File: config.mk
export PLATFORM = sky130hd
export DESIGN_NAME = inst_sram_fetch_flat
export DESIGN_NICKNAME = d
export VERILOG_FILES = /design/src/rtl/inst_sram_fetch_if.sv /design/src/rtl/inst_sram_fetch.sv /design/src/flat_wrapper.sv
export SDC_FILE = /design/constraint.sdc
export NUM_CORES = 1
export LEC_CHECK = 0
export ABC_AREA = 1
export BUFFER_PORTS_ARGS = -buffer_cell sky130_fd_sc_hd__buf_2
export CAP_MARGIN = 30
export CORE_AREA = 2 2 75 77
export DETAILED_ROUTE_END_ITERATION = 10
export DIE_AREA = 0 0 77 79
export HOLD_SLACK_MARGIN = 0.12
export PLACE_DENSITY_LB_ADDON = 0.25
export SYNTH_ARGS = -nofsm -noshare
export SYNTH_HDL_FRONTEND = slang
export SYNTH_SLANG_ARGS = --single-unit
File: constraint.sdc
create_clock -name clk -period 1.56 [get_ports clk]
set_input_delay 0.312 -clock clk [delete_from_list [all_inputs] [get_ports clk]]
set_output_delay 0.312 -clock clk [all_outputs]
set_load 0.02 [all_outputs]
File: src/rtl/inst_sram_fetch_if.sv
// IF fetch bundle: PC-stage request/response plus the base SRAM read port.
// master = PC stage and SRAM side, slave = fetch unit.
interface inst_sram_fetch_if #(
    parameter int ADDR_WIDTH = 20
);
    logic [31:0]           pc;
    logic                  ce;
    logic                  flush;
    logic [31:0]           inst;
    logic                  inst_valid;
    logic                  stall_req;
    logic                  addr_err;
    logic [ADDR_WIDTH-1:0] sram_addr;
    logic [31:0]           sram_data;
    logic                  sram_ce_n;
    logic                  sram_oe_n;
    logic                  sram_we_n;

    modport master (
        output pc, ce, flush, sram_data,
        input  inst, inst_valid, stall_req, addr_err,
        input  sram_addr, sram_ce_n, sram_oe_n, sram_we_n
    );

    modport slave (
        input  pc, ce, flush, sram_data,
        output inst, inst_valid, stall_req, addr_err,
        output sram_addr, sram_ce_n, sram_oe_n, sram_we_n
    );
endinterface

File: src/rtl/inst_sram_fetch.sv
// Instruction fetch from read-only base SRAM with fixed wait states.
// Optional misaligned-fetch trap: define IFETCH_ALIGN_CHECK_EN.
module inst_sram_fetch #(
    parameter int WAIT_CYCLES = 2,
    parameter int ADDR_WIDTH  = 20
) (
    input logic               clk,
    input logic               rst,
    inst_sram_fetch_if.slave  bus
);
    typedef enum logic [1:0] {
        IDLE,
        ACCESS,
        DONE
    } state_t;

    localparam logic [3:0] WAIT_INIT = 4'(WAIT_CYCLES);

    state_t                state_q, state_d;
    logic [3:0]            cnt_q, cnt_d;
    logic [31:0]           inst_q, inst_d;
    logic                  valid_q, valid_d;
    logic                  err_q, err_d;
    logic [ADDR_WIDTH-1:0] addr_q, addr_d;
    logic                  cen_q, cen_d;
    logic                  stall;
    logic                  misaligned;
    logic                  unused_pc;

`ifdef IFETCH_ALIGN_CHECK_EN
    assign misaligned = |bus.pc[1:0];
`else
    assign misaligned = 1'b0;
`endif

    assign unused_pc = ^{bus.pc[31:ADDR_WIDTH+2], bus.pc[1:0]};

    always_ff @(posedge clk) begin
        if (rst) begin
            state_q <= IDLE;
            cnt_q   <= '0;
            inst_q  <= '0;
            valid_q <= 1'b0;
            err_q   <= 1'b0;
            addr_q  <= '0;
            cen_q   <= 1'b1;
        end else begin
            state_q <= state_d;
            cnt_q   <= cnt_d;
            inst_q  <= inst_d;
            valid_q <= valid_d;
            err_q   <= err_d;
            addr_q  <= addr_d;
            cen_q   <= cen_d;
        end
    end

    always_comb begin
        state_d = state_q;
        cnt_d   = cnt_q;
        inst_d  = inst_q;
        valid_d = 1'b0;
        err_d   = 1'b0;
        addr_d  = addr_q;
        cen_d   = cen_q;
        stall   = 1'b0;
        unique case (state_q)
            IDLE: begin
                stall = bus.ce & ~bus.flush;
                if (bus.ce && !bus.flush) begin
                    if (misaligned) begin
                        // trap without touching the SRAM: deliver a nop
                        state_d = DONE;
                        inst_d  = '0;
                        valid_d = 1'b1;
                        err_d   = 1'b1;
                    end else begin
                        state_d = ACCESS;
                        addr_d  = bus.pc[ADDR_WIDTH+1:2];
                        cen_d   = 1'b0;
                        cnt_d   = WAIT_INIT;
                    end
                end
            end
            ACCESS: begin
                stall = 1'b1;
                if (bus.flush) begin
                    state_d = IDLE;
                    cen_d   = 1'b1;
                end else if (cnt_q == 4'd0) begin
                    state_d = DONE;
                    inst_d  = bus.sram_data;
                    valid_d = 1'b1;
                    cen_d   = 1'b1;
                end else begin
                    cnt_d = cnt_q - 4'd1;
                end
            end
            DONE: begin
                state_d = IDLE;
            end
            default: begin
                state_d = IDLE;
            end
        endcase
    end

    // a flush in the delivery cycle must not let a stale word into IF/ID
    assign bus.inst_valid = valid_q & ~(bus.flush & (state_q == DONE));
    assign bus.inst       = inst_q;
    assign bus.addr_err   = err_q;
    assign bus.stall_req  = stall;
    assign bus.sram_addr  = addr_q;
    assign bus.sram_ce_n  = cen_q;
    assign bus.sram_oe_n  = cen_q;
    assign bus.sram_we_n  = 1'b1;
endmodule

File: src/flat_wrapper.sv
// flat-port wrapper written by rule: the top's interface ports become plain ports
module inst_sram_fetch_flat 
#(
    parameter int WAIT_CYCLES = 2,
    parameter int ADDR_WIDTH  = 20
)
  (clk, rst, bus_pc, bus_ce, bus_flush, bus_sram_data, bus_inst, bus_inst_valid, bus_stall_req, bus_addr_err, bus_sram_addr, bus_sram_ce_n, bus_sram_oe_n, bus_sram_we_n);
  inst_sram_fetch_if #(.ADDR_WIDTH(ADDR_WIDTH)) bus_i ();
  input logic clk;
  input logic rst;
  input wire logic [$bits(bus_i.pc)-1:0] bus_pc;
  input wire logic [$bits(bus_i.ce)-1:0] bus_ce;
  input wire logic [$bits(bus_i.flush)-1:0] bus_flush;
  input wire logic [$bits(bus_i.sram_data)-1:0] bus_sram_data;
  output wire logic [$bits(bus_i.inst)-1:0] bus_inst;
  output wire logic [$bits(bus_i.inst_valid)-1:0] bus_inst_valid;
  output wire logic [$bits(bus_i.stall_req)-1:0] bus_stall_req;
  output wire logic [$bits(bus_i.addr_err)-1:0] bus_addr_err;
  output wire logic [$bits(bus_i.sram_addr)-1:0] bus_sram_addr;
  output wire logic [$bits(bus_i.sram_ce_n)-1:0] bus_sram_ce_n;
  output wire logic [$bits(bus_i.sram_oe_n)-1:0] bus_sram_oe_n;
  output wire logic [$bits(bus_i.sram_we_n)-1:0] bus_sram_we_n;
  assign bus_i.pc = bus_pc;
  assign bus_i.ce = bus_ce;
  assign bus_i.flush = bus_flush;
  assign bus_i.sram_data = bus_sram_data;
  assign bus_inst = bus_i.inst;
  assign bus_inst_valid = bus_i.inst_valid;
  assign bus_stall_req = bus_i.stall_req;
  assign bus_addr_err = bus_i.addr_err;
  assign bus_sram_addr = bus_i.sram_addr;
  assign bus_sram_ce_n = bus_i.sram_ce_n;
  assign bus_sram_oe_n = bus_i.sram_oe_n;
  assign bus_sram_we_n = bus_i.sram_we_n;
  inst_sram_fetch #(.WAIT_CYCLES(WAIT_CYCLES), .ADDR_WIDTH(ADDR_WIDTH)) u_core (.clk(clk), .rst(rst), .bus(bus_i));
endmodule
==> results.json <==
{
  "cp_slowest_cell": "dfxtp_1",
  "synth_seq_cells": 60,
  "drive_gt1_share_pct": 34.31,
  "numPortBuffers": 111,
  "first_pass_iters": 5,
  "seq_area_frac_synth_pct": 53.33,
  "path_depth": 4,
  "drc": 0,
  "fin_area_um2": 3039,
  "die_w_um": 77,
  "arrival_ns": 1.16,
  "cts_made_buffers": 9,
  "tritoncts": "built",
  "synth.distinct_cells": 24,
  "drt_iter0_drc": 73,
  "grt.total_usage_pct": 18.45,
  "timing.fmax_ghz": 0.6806,
  "post_drt_via_cell_ratio": 4.577,
  "die-area_um2": 6083,
  "yosysWarnings": 0,
  "worst_setup_path_start_kind": "flop",
  "num_vias": 2197,
  "syn-instance-count": 293,
  "reg2reg_to": "u_core.bus.inst[18]",
  "rsz0062_at_grt": "no",
  "gr-total-overflow": 0,
  "gp_congestion": 0.7982,
  "clockBufferDepth": 2,
  "core_area_um2": 5338,
  "initial_core_util_pct": 42.19,
  "r2r_cells": 7,
  "outcome": "complete, no violations",
  "endpoint": "bus_inst_valid",
  "cp_num_buf_inv": 3,
  "cts_root_buf": "clkbuf_8",
  "hold_viol": 0,
  "maxCapViolCount": 0,
  "crit_path_start": "u_core.state_q[1]",
  "crit_chain": "inv_2 > o31ai_2 > inv_1 > buf_2",
  "syn_to_final_growth_pct": 34.94,
  "setup_viol": 0,
  "syn_area_um2": 2252,
  "finClkSkew_ns": 0.006412,
  "p_per_area_nw_per_um2": 1124,
  "nNetsFinal": 474,
  "critPathRequiredTime_ns": 1.25,
  "mostFrequentLayoutCells": "nor2_1 (120), buf_2 (111), dfxtp_1 (60), o21ai_0 (33), o21ai_1 (19)",
  "cts.sinks": 60,
  "htree_levels": 3,
  "path_max_fanout": 3,
  "placed_cell_area_um2": 2839,
  "setup.worst_path.class": "flop to output port",
  "end_kind": "output port",
  "ios": 126,
  "finalWirelength_mm": 5.279,
  "ff2ff_setup_slack_ns": 0.18,
  "wire_per_inst_um": 11.00,
  "slew_viol_final": 0,
  "final_common_cell": "nor2_1",
  "grt_pass1_vias": 2071,
  "ir_drop_mv": 0.5512,
  "r2r-start": "u_core.cnt_q[0]",
  "period_needed_ns": 1.469,
  "fin_crit_sh_pct": 94.19,
  "dpl.hpwl_mm": 3.588,
  "leakage_uw": 0.001536,
  "syn-mean-instance-area_um2": 7.687,
  "placementRows": 27,
  "fin_tns_setup_ns": 0,
  "antenna_found_initial": 0,
  "n_antenna_cell": 0,
  "grt_pass1_wl_mm": 8.976,
  "clkTransAtPathRegs_ns": 0.07,
  "hold_path_class": "input port to flop",
  "grt_start_max_net_pins": 33,
  "syn-num-nets": 363,
  "die_h_um": 79,
  "max_stage_delay_ns": 0.34,
  "ant_nets": 0,
  "hold_buffers": 0,
  "cp_top_family": "flip-flops",
  "clkLatencyLatePin_ns": 0.33
}
[how the worst min path moves through the flow]
stage / start / endpoint / slack [ns] / cells past startpoint
finish: rst / u_core.cnt_q[2] / 0.20 / 2
global route: bus_pc[8] / u_core.bus.sram_addr[6] / 0.20 / 3
floorplan: rst / u_core.cnt_q[2] / 0.38 / 1
detailed placement: u_core.bus.inst[3] / u_core.bus.inst[3] / 0.47 / 2
CTS: rst / u_core.cnt_q[2] / 0.19 / 2
global placement: u_core.bus.inst[31] / u_core.bus.inst[31] / 0.46 / 2
[worst reg2reg max path, delay by kind of cell, from the launching register on]
family	cells	cell delay, ns
buffers and inverters	3	0.50
DFF	1	0.31
and+or+nand+nor	3	0.27
adders and majority gates	1	0.23
[layer usage]
metal | global-route usage [%] | part of all wire (%) | vias to the layer above
met5 | 0 | 0 | -
met4 | 9.643 | 1.5 | 0
met3 | 6.364 | 8.6 | 7
met2 | 28.86 | 43 | 88
met1 | 22.56 | 47 | 958
li1 | - | - | 1144
[synth_stat cells (all sizes together)]
cell type	instances	area, um^2
conb	2	7.510
xnor2	1	8.760
nand3	7	52.55
nor2	121	461.7
a21oi	3	15.01
inv	8	30.03
ha	2	25.02
buf	10	76.32
clkbuf	9	35.03
o21ai	52	260.3
dfxtp	60	1201
o31ai	1	7.510
clkinv	1	5.000
nand2	15	58.81
nand3b	1	7.510
[sequential cells by signal (all words and copies together), names as in the netlist]
| name | flops |
|---|---|
| u_core.bus.sram_addr | 20 |
| u_core.valid_q | 1 |
| u_core.bus.inst | 32 |
| u_core.bus.sram_ce_n | 1 |
| u_core.cnt_q | 4 |
| u_core.state_q | 2 |
[per-stage QoR]
step	total power (uW)	worst slack [ns]	instances	hold slack, ns	util [%]
floorplan	1972	0.3176	293	0.3811	-
global placement	2138	0.2244	464	0.4591	53.19
detailed placement	2144	0.1858	464	0.4692	53.19
CTS	3454	0.02412	480	0.1881	56.84
global route	3585	0.001625	480	0.2008	56.94
finish	3416	0.09066	480	0.1991	56.94
[area by class of cell]
cell class | instances | area, um^2
Fill cell | 553 | 2298
Clock buffer | 14 | 182.7
Timing Repair Buffer | 119 | 615.6
Tap cell | 72 | 90.09
Multi-Input combinational cell | 205 | 909.6
Inverter | 9 | 35.03
Clock inverter | 1 | 5.005
Sequential cell | 60 | 1201
[cell families (layout without fill, tap and decap cells)]
kind of cell               after synthesis  count (layout)  share of synthesized area [%]
other                                    2               2                         0.3335
and+or+nand+nor                        144             144                          25.78
DFF                                     60              60                          53.33
buffers and inverters                   28             143                          6.500
adders and majority gates                2               2                          1.111
AOI/OAI and AO/OA                       56              56                          12.56
xor gates and xnor gates                 1               1                         0.3890
[where the power goes]
group          leakage [uW]  internal, uW  switching, uW
registers          0.000489          1610           35.9
logic              0.000948           181            286
clock network     0.0000986           740            564
[what timing repair did]
action	CTS	global route
gates resized for setup	0	1
pin swaps	1	0
buffers inserted	1	0
endpoints found under the setup margin	1	1
(Power assumes the default switching activity.)
